===== src/rtl/flt2int_pkg.sv =====
// Shared types and default sizes for the float-to-integer converter.
// Holds the FSM state encoding, rounding-mode encoding and a width helper.
package flt2int_pkg;

  localparam int EXP_W_DEF = 5;
  localparam int MAN_W_DEF = 10;
  localparam int INT_W_DEF = 16;

  typedef enum logic [2:0] {
    S_IDLE   = 3'd0,
    S_DECODE = 3'd1,
    S_SHIFT  = 3'd2,
    S_ROUND  = 3'd3,
    S_OUT    = 3'd4
  } state_t;

  typedef enum logic [1:0] {
    RND_TRUNC      = 2'b00,
    RND_NEAR_EVEN  = 2'b01,
    RND_NEAR_AWAY  = 2'b10,
    RND_RSVD       = 2'b11
  } rnd_mode_t;

  function automatic int max_i(input int a, input int b);
    return (a > b) ? a : b;
  endfunction

endpackage


===== src/rtl/flt2int_round.sv =====
// Combinational round / saturate / sign stage: zero latency, no flow control.
// Consumes the shifted magnitude plus guard/sticky and yields the final integer.
module flt2int_round
  import flt2int_pkg::*;
#(
  parameter int INT_W = INT_W_DEF,
  parameter int MAG_W = 16
) (
  input  logic [MAG_W-1:0] i_mag,
  input  logic             i_guard,
  input  logic             i_sticky,
  input  logic             i_sign,
  input  logic             i_sat,
  input  logic [1:0]       i_mode,
  output logic [INT_W-1:0] o_int,
  output logic             o_ovf,
  output logic             o_inexact
);

  localparam logic [MAG_W:0] W_LIM = (MAG_W+1)'(1) << (INT_W-1);

  logic             w_inc;
  logic [MAG_W:0]   w_rnd;
  logic [INT_W-1:0] w_mag_t;
  logic             w_sat;

  always_comb begin
    w_inc = 1'b0;
    case (rnd_mode_t'(i_mode))
      RND_NEAR_EVEN: w_inc = i_guard & (i_sticky | i_mag[0]);
      RND_NEAR_AWAY: w_inc = i_guard;
      default:       w_inc = 1'b0;
    endcase
  end

  assign w_rnd   = {1'b0, i_mag} + {{MAG_W{1'b0}}, w_inc};
  assign w_mag_t = w_rnd[INT_W-1:0];
  // A magnitude of exactly 2**(INT_W-1) is still representable when negative.
  assign w_sat   = i_sat | ((w_rnd >= W_LIM) & ~(i_sign & (w_rnd == W_LIM)));

  always_comb begin
    if (w_sat)
      o_int = i_sign ? {1'b1, {(INT_W-1){1'b0}}} : {1'b0, {(INT_W-1){1'b1}}};
    else
      o_int = i_sign ? (~w_mag_t + INT_W'(1)) : w_mag_t;
  end

  assign o_ovf     = w_sat;
  assign o_inexact = w_sat | i_guard | i_sticky;

endmodule


===== src/rtl/flt2int_rnd.sv =====
// Multicycle float-to-int converter: Done N+3 edges after capture, N = shift distance.
// Start is only honoured in IDLE; requests arriving while Busy are dropped, not queued.
module flt2int_rnd
  import flt2int_pkg::*;
#(
  parameter int EXP_W = EXP_W_DEF,
  parameter int MAN_W = MAN_W_DEF,
  parameter int INT_W = INT_W_DEF,
  parameter int BIAS  = 2**(EXP_W-1)-1
) (
  input  logic                   Clk,
  input  logic                   Reset,
  input  logic                   Start,
  input  logic [EXP_W+MAN_W:0]   FltIn,
  input  logic [1:0]             RndMode,
  output logic                   Busy,
  output logic                   Done,
  output logic [INT_W-1:0]       IntOut,
  output logic                   Ovf,
  output logic                   Inexact
);

  localparam int MAG_W = max_i(MAN_W+1, INT_W);
  localparam int CNT_W = $clog2(MAG_W+1) + 1;
  localparam int E_W   = EXP_W + 2;

  localparam logic signed [E_W-1:0] E_SATMAX = E_W'(INT_W-2);
  localparam logic signed [E_W-1:0] E_MINNEG = E_W'(INT_W-1);
  localparam logic signed [E_W-1:0] E_NEG1   = -E_W'(1);
  localparam logic signed [E_W-1:0] E_MAN    = E_W'(MAN_W);

  state_t                 r_state;
  logic [EXP_W+MAN_W:0]   r_flt;
  logic [1:0]             r_mode;
  logic [MAG_W-1:0]       r_mag;
  logic [CNT_W-1:0]       r_cnt;
  logic                   r_right, r_guard, r_sticky, r_sign, r_sat;
  logic                   r_busy, r_done, r_ovf, r_inexact;
  logic [INT_W-1:0]       r_int;

  logic                   w_sign, w_hid, w_inf, w_minneg, w_sat, w_tiny, w_right;
  logic [EXP_W-1:0]       w_exp;
  logic [MAN_W-1:0]       w_frac;
  logic [MAN_W:0]         w_sig;
  logic signed [E_W-1:0]  w_e, w_diff;
  logic [E_W-1:0]         w_nabs;
  logic [INT_W-1:0]       w_int;
  logic                   w_ovf, w_inexact;

  assign w_sign  = r_flt[EXP_W+MAN_W];
  assign w_exp   = r_flt[EXP_W+MAN_W-1:MAN_W];
  assign w_frac  = r_flt[MAN_W-1:0];
  assign w_hid   = |w_exp;
  assign w_sig   = {w_hid, w_frac};
  assign w_e     = (w_hid ? E_W'(w_exp) : E_W'(1)) - E_W'(BIAS);
  assign w_inf   = &w_exp;
  // The exact most-negative integer takes the normal left-shift path so it is not flagged.
  assign w_minneg = w_sign & (w_e == E_MINNEG) & (w_frac == '0);
  assign w_sat   = w_inf | ((w_e > E_SATMAX) & ~w_minneg);
  assign w_tiny  = w_e < E_NEG1;
  assign w_diff  = w_e - E_MAN;
  assign w_right = w_diff < 0;
  assign w_nabs  = w_right ? E_W'(-w_diff) : E_W'(w_diff);

  flt2int_round #(.INT_W(INT_W), .MAG_W(MAG_W)) u_round (
    .i_mag     (r_mag),
    .i_guard   (r_guard),
    .i_sticky  (r_sticky),
    .i_sign    (r_sign),
    .i_sat     (r_sat),
    .i_mode    (r_mode),
    .o_int     (w_int),
    .o_ovf     (w_ovf),
    .o_inexact (w_inexact)
  );

  always_ff @(posedge Clk or negedge Reset) begin
    if (!Reset) begin
      r_state   <= S_IDLE;
      r_flt     <= '0;
      r_mode    <= '0;
      r_mag     <= '0;
      r_cnt     <= '0;
      r_right   <= 1'b0;
      r_guard   <= 1'b0;
      r_sticky  <= 1'b0;
      r_sign    <= 1'b0;
      r_sat     <= 1'b0;
      r_busy    <= 1'b0;
      r_done    <= 1'b0;
      r_int     <= '0;
      r_ovf     <= 1'b0;
      r_inexact <= 1'b0;
    end else begin
      r_done <= 1'b0;
      case (r_state)
        S_IDLE: begin
          if (Start) begin
            r_flt   <= FltIn;
            r_mode  <= RndMode;
            r_busy  <= 1'b1;
            r_state <= S_DECODE;
          end
        end
        S_DECODE: begin
          r_sign   <= w_sign;
          r_guard  <= 1'b0;
          r_right  <= w_right;
          r_sat    <= w_sat;
          r_cnt    <= '0;
          r_mag    <= '0;
          r_sticky <= 1'b0;
          r_state  <= S_ROUND;
          if (!w_sat) begin
            if (w_tiny) begin
              r_sticky <= |w_sig;
            end else begin
              r_mag <= MAG_W'(w_sig);
              r_cnt <= CNT_W'(w_nabs);
              if (w_nabs != '0) r_state <= S_SHIFT;
            end
          end
        end
        S_SHIFT: begin
          if (r_right) begin
            r_mag    <= r_mag >> 1;
            r_guard  <= r_mag[0];
            r_sticky <= r_sticky | r_guard;
          end else begin
            r_mag <= r_mag << 1;
          end
          r_cnt <= r_cnt - CNT_W'(1);
          if (r_cnt == CNT_W'(1)) r_state <= S_ROUND;
        end
        S_ROUND: begin
          r_state <= S_OUT;
        end
        S_OUT: begin
          r_int     <= w_int;
          r_ovf     <= w_ovf;
          r_inexact <= w_inexact;
          r_done    <= 1'b1;
          r_busy    <= 1'b0;
          r_state   <= S_IDLE;
        end
        default: begin
          r_busy  <= 1'b0;
          r_state <= S_IDLE;
        end
      endcase
    end
  end

  assign Busy    = r_busy;
  assign Done    = r_done;
  assign IntOut  = r_int;
  assign Ovf     = r_ovf;
  assign Inexact = r_inexact;

endmodule


===== config.mk =====
export PLATFORM = sky130hd
export DESIGN_NAME = flt2int_rnd
export DESIGN_NICKNAME = d
export VERILOG_FILES = /design/src/rtl/flt2int_pkg.sv /design/src/rtl/flt2int_round.sv /design/src/rtl/flt2int_rnd.sv
export SDC_FILE = /design/constraint.sdc
export NUM_CORES = 1
export LEC_CHECK = 0
export CORE_ASPECT_RATIO = 2
export CORE_MARGIN = 4
export CORE_UTILIZATION = 64
export DETAILED_ROUTE_END_ITERATION = 8
export DONT_BUFFER_PORTS = 1
export GPL_TIMING_DRIVEN = 0
export PLACE_DENSITY_LB_ADDON = 0.05
export SETUP_SLACK_MARGIN = 0.2
export SYNTH_ARGS = -nofsm -noshare
export SYNTH_HDL_FRONTEND = slang
export SYNTH_SLANG_ARGS = --single-unit

===== constraint.sdc =====
create_clock -name Clk -period 3.8 [get_ports Clk]
set_input_delay 0.76 -clock Clk [delete_from_list [all_inputs] [get_ports Clk]]
set_output_delay 0.76 -clock Clk [all_outputs]
set_load 0.01 [all_outputs]

After elaboration in Yosys (flattened, before gate mapping)

Cells that the tools add are included.
W data, S select, Z words.

Input bits: 21
Latch bits: 0
Output and inout bits: 20
Register bits after elaboration: 68
Memory bits (writable): 0
Memory bits (read-only): 0
Memories kept: 0

Order comparisons: 4
Shifts and indexed selects: 0
Multipliers: 0
Bitwise logic cells: 16
Reduce and logical (&&, ||, !) cells: 12
Div/mod/pow operators: 0
Add/sub/neg operators: 6
Equal/unequal tests: 12
Mux-type cells: 28

Operators by type and width:

| cell                    | number |
|---|---|
| $mux W16                | 4 |
| $pmux W16 S2            | 1 |
| $mux W11                | 2 |
| $add A16 B1 Y17         | 1 |
| $eq A17 B16 Y1 const B  | 1 |
| $ge A17 B16 Y1 const B  | 1 |
| $add A16 B1 Y16 const B | 1 |
| $not A16 Y16            | 1 |
| $reduce_or A15 Y1       | 1 |
| $mux W6                 | 2 |
| $pmux W3 S4             | 1 |
| $pmux W6 S2             | 1 |
| $logic_not A10 Y1       | 1 |
| $mux W1                 | 9 |
| $pmux W1 S2             | 4 |
| $reduce_and A2 Y1       | 4 |
| $lt A7 B1 Y1 const B    | 1 |
| $mux W7                 | 1 |
| $neg A7 Y7              | 1 |
| $reduce_bool A7 Y1      | 1 |
| $sub A6 B5 Y7 const B   | 1 |
| $and A1 B1 Y1           | 6 |
| $eq A3 B2 Y1 const B    | 2 |
| $eq A6 B1 Y1 const B    | 1 |
| 19 further kinds        | 29 |

Depth between registers and ports, before layout

Depth in word-level cells: 11
Gate-level depth with buffers: 17
Depth with buffers taken out: 15

Hierarchy

A second synthesis with hierarchy kept.

Cell total of the unflattened synthesis: 549
Area, all modules: 5,126.2 sq um

Modules (own cells, without submodules):

| module        | area each (sq um) | times used | cells each |
|---|---|---|---|
| flt2int_rnd   | 3,718.6           | 1          | 360 |
| flt2int_round | 1,407.6           | 1          | 189 |

Worst setup path before layout

Ideal clock, no wire load.

Kind: reg-to-reg
From: register r_flt[14]
To: register r_cnt[4]
Library setup time: 0.120 ns
Cell stages (with the launch flop): 15
Arrival time: 3.194 ns
Buffers on the path: 1
Path slack: 0.486 ns
Cell sequence: dfrtp_1 clkbuf_1 nor4_1 or2_2 ha_1 xor2_1 inv_1 ha_1 xor2_1 nand2_1 o211ai_1 xnor2_1 nand2_1 and2_1 a31o_2

Longest elaborated chain between the ends: 11
Elaborated cells between the ends (all ways): 19
Classes of those cells: add/sub: 3; order compare: 3; eq/ne: 1; mux: 5; bitwise: 5; reduce/logical: 2

RTL lines:

| element                                               | line               | source |
|---|---|---|
| start: declaration                                    | flt2int_rnd.sv:33  | `logic [EXP_W+MAN_W:0] r_flt;` |
| start signal: assignment                              | flt2int_rnd.sv:99  | `r_flt <= FltIn;` |
| branches (longest 9 deep; another with $sub A6 B5 Y7) | --                 |  |
| $mux W6 (*)                                           | flt2int_rnd.sv:114 | `if (!w_sat) begin` |
| $pmux W6 S2 (*)                                       | flt2int_rnd.sv:96  | `case (r_state)` |
| end signal: assignment                                | flt2int_rnd.sv:119 | `r_cnt <= CNT_W'(w_nabs);` |
| end signal: assignment                                | flt2int_rnd.sv:132 | `r_cnt <= r_cnt - CNT_W'(1);` |
| end: declaration                                      | flt2int_rnd.sv:36  | `logic [CNT_W-1:0] r_cnt;` |

Mark *: on every way between the ends.
A chain may end at the register's enable or synchronous reset.

Final worst setup path

From: register r_mode[1]
To: register r_int[15], in the netlist IntOut[15]

Longest elaborated chain between the ends: 9
Elaborated cells between the ends (all ways): 14
Classes of those cells: add/sub: 2; order compare: 1; eq/ne: 3; mux: 3; bitwise: 5

RTL lines:

| element                                                | line                | source |
|---|---|---|
| start: declaration                                     | flt2int_rnd.sv:34   | `logic [1:0] r_mode;` |
| start signal: assignment                               | flt2int_rnd.sv:100  | `r_mode <= RndMode;` |
| $eq A2 B2 Y1 or $eq A2 B1 Y1 (tied branches)           | flt2int_round.sv:29 | `case (rnd_mode_t'(i_mode))` |
| $pmux W1 S2 (*)                                        | flt2int_round.sv:29 |  |
| $add A16 B1 Y17 (*)                                    | flt2int_round.sv:36 | `assign w_rnd = {1'b0, i_mag} + {{MAG_W{1'b0}}, w_inc};` |
| branches (longest 5 deep; another with $ge A17 B16 Y1) | --                  |  |
| $mux W16 (*)                                           | flt2int_round.sv:42 | `if (w_sat)` |
| end signal: assignment                                 | flt2int_rnd.sv:139  | `r_int <= w_int;` |
| end: declaration                                       | flt2int_rnd.sv:39   | `logic [INT_W-1:0] r_int;` |

Marked as above.

==> impl_metrics.yaml <==
cts:
  cts.sinks: 68
  htree_levels: 3
  insertion_delay_ns: 0.34
  cts_root_buffer: "clkbuf_16"
  numCtsBuffers: 9
  cts_tree: "done"
  cts.path.max_buffers: 2
  path_clk_slew_ns: 0.06
routing:
  routedWlPerCell_um: 20.02
  routed_wirelength_mm: 12.97
  viasPerCell: 6.640
  dr.pass1.iters: 5
  drtIter0Drc: 337
  antenna_left: 0
  drc: 0
  dr_total_vias: 4303
placement:
  gp_congestion: 0.9132
  dp_slack_ns: -0.2723
  placed_cells_incl_taps: 626
  placed_area_um2: 4790
  dp_hpwl_mm: 9.571
  portBuffers: 0
timing:
  drv_slew: 0
  setup_viol: 0
  fmax_ghz: 0.2927
  tightestPinTransition_ns: 0.7669
  fin_ws_ns: 0.3832
  post-route-period-util_pct: 89.92
  fin_tns_setup_ns: 0
  fin_crit_ns: 3.417
  finClkSkew_ns: 0.007131
  final_hold_viol_count: 0
  rsz0062_at_grt: "no"
  relSlewSlack_pct: 48.22
final_layout:
  layout-drive-gt1-share_pct: 13.98
  finalNetCount: 587
  final_area_um2: 5254
  filler_cell_count: 540
  area_delta_synth_final_pct: 12.33
  antennaDiodeCount: 0
  layoutNonFillerInstCount: 648
global_route:
  grt_pass1_vias: 4431
  antenna_found_initial: 0
  grt_start_max_net_pins: 69
  grt_pass1_wl_mm: 20.47
  track_usage_pct: 30.84
  grt-ovfl-total: 0
setup_path:
  arrival_ns: 3.64
  endpoint_kind: "flip-flop"
  reg2regPathDepth: 16
  rr_startpoint: "r_mode[1]"
  cp_data_required_time_ns: 4.03
  reg2reg_slack_ns: 0.38
  critPathLaunchType: "flip-flop"
  worstSetupPathType: "flip-flop to flip-flop"
  rr_endpoint: "IntOut[15]"
  crit_fanout: 10
pwr:
  p_leak_uw: 0.002174
  p_total_uw: 5172
  peakVddDrop_uv: 646.5
  p_per_area_nw_per_um2: 984.5
min_path:
  hold_class: "input pin to asynchronous set/reset pin"
logic_synthesis:
  yosysUniqueCellTypes: 67
  synth-seq-cells: 68
  syn_inst: 536
  synthArstFlopShare_pct: 100.0
  synth_flop_cell: "dfrtp_1"
  avgSynthCellArea_um2: 8.726
  synth_edf_count: 0
  synth.yosys.seq_area_share_pct: 36.38
  synth_nets: 570
  syn_area_um2: 4677
  yosys_warnings: 0
floorplanning:
  ios: 41
  die_w_um: 68.45
  core_um2: 7048
  initial_utilization_pct: 66.36
  num_rows: 43
  fp.dieH_um: 128.9
  die-area_um2: 8822
run_status:
  outcome: "complete, no violations"
flow_run:
  maxCapViolations: 0
worst max-delay path: stages (launching register included):
cell and delay (ns):
dfrtp_1 0.38, inv_1 0.07, ha_1 0.14, o21a_1 0.11
nor2_1 0.05, nor3b_2 0.18, ha_2 0.21, ha_1 0.13
buf_2 0.19, and4_1 0.21, buf_2 0.18, nand4_1 0.15
a211o_1 0.35, and2_1 0.21, o41ai_4 0.30, xnor2_1 0.12
a221o_1 0.32
power breakdown:
| part | switching, µW | total [µW] | leakage (µW) | internal [µW] |
|---|---|---|---|---|
| logic | 1750 | 2850 | 0.00119 | 1100 |
| clock network | 333 | 910 | 0.000156 | 577 |
| registers | 344 | 1410 | 0.000828 | 1070 |
| total | 2430 | 5170 | 0.00217 | 2750 |
sequential cells by signal, summed over array words and instances (netlist names), 2 cells and up:
register and count:
r_flt 16, r_cnt 6, r_mode 2, r_state 3, r_mag 16, IntOut 16
through the flow:
step | hold WS, ns | utilization [%]
3_3_place_gp | 0.4660 | 67.96
5_1_grt | 0.1056 | 74.54
3_5_place_dp | 0.4660 | 67.96
2_1_floorplan | 0.4594 | -
4_1_cts | 0.1156 | 73.55
6_report | 0.1079 | 74.54
synthesized netlist by cell type, types with 3 or more instances:
master	count	area share (%)
nand3_1	33	3.5
a211oi_1	18	2.9
ha_1	13	3.5
nand2b_1	3	0.40
buf_2	10	1.1
nor2b_1	4	0.53
nor4_1	5	0.67
a31o_2	3	0.56
or3_1	4	0.53
or2_2	4	0.53
mux2i_1	9	1.9
nand4_1	6	0.80
o22ai_1	5	0.67
a22o_1	5	0.94
o31ai_1	5	0.80
clkbuf_1	29	2.3
inv_1	18	1.4
mux2_2	16	3.9
nand2_1	47	3.8
o21ai_0	27	2.9
a21oi_1	25	2.7
dfrtp_1	68	36
o21a_1	3	0.48
a21o_1	3	0.48
and4_1	4	0.75
xnor2_1	16	3.0
and3_1	10	1.3
and2_1	14	1.9
nor3_1	15	1.6
xor2_1	11	2.1
o211ai_1	3	0.48
nor2_1	37	3.0
a31oi_1	17	2.3
cells in the final DEF, fill, tap and decap left out, drive strengths merged, types with 3 or more instances in the layout:
master,instances
a22o,5
xnor2,16
or3,4
ha,13
a21oi,25
clkbuf,38
xor2,11
mux2i,9
o31ai,5
nand4,8
mux2,16
o22ai,5
nor4,8
and4,4
o21a,3
o211ai,3
clkinv,3
o21ai,27
and3,11
a31o,3
and2,14
nand2b,3
buf,19
nor2b,4
a31oi,17
nand3,33
inv,19
a21o,3
a211oi,18
nand2,47
nor2,38
nor3,16
or2,4
dfrtp,68
final cells by class:
cell class | count | area, µm² | share of cell area, %
multi-input combinational | 408 | 2824 | 53.75
sequential | 68 | 1702 | 32.39
inverter | 18 | 67.56 | 1.286
clock buffer | 9 | 225.2 | 4.287
tap | 90 | 112.6 | 2.143
timing repair buffer | 6 | 45.04 | 0.8573
buffer | 42 | 178.9 | 3.406
clock inverter | 7 | 98.84 | 1.881
timing repair:
action / CTS / global route
pin swaps: 2 / 5
endpoints found under the setup margin: 31 / 29
hold buffers: 0 / 0
setup buffers: 2 / 4
gates resized for setup: 11 / 8
endpoints found under the hold margin: 0 / 0
worst max path at each step:
stage	cells after the start	startpoint	end
3_3_place_gp	14	r_flt[14]	r_cnt[4]
3_5_place_dp	14	r_flt[14]	r_cnt[4]
5_1_grt	13	r_flt[10]	r_cnt[4]
6_report	16	r_mode[1]	IntOut[15]
2_1_floorplan	14	r_flt[14]	r_cnt[4]
4_1_cts	14	r_flt[14]	r_cnt[4]
metal layers:
metal / wire [µm] / share of wire (%) / GRT usage (%)
met1: 4289 / 33 / 28.68
met2: 7081 / 55 / 54.65
met3: 658 / 5.1 / 6.812
met4: 944 / 7.3 / 23.80
met5: 0 / 0 / 0
cells by family (layout without fill, tap and decap cells):
kind of cell / Yosys count / count (layout) / synth area share [%]
adder cells (fa/ha/maj): 13 / 13 / 3.478
flip-flops: 68 / 68 / 36.38
XOR/XNOR: 27 / 27 / 5.056
AND/OR/NAND/NOR: 203 / 203 / 23.57
buffers and inverters: 60 / 82 / 5.243
multiplexers: 25 / 25 / 5.779
AO/OA/AOI/OAI: 140 / 140 / 20.49
No activity file was read; power rests on OpenSTA's default activity.
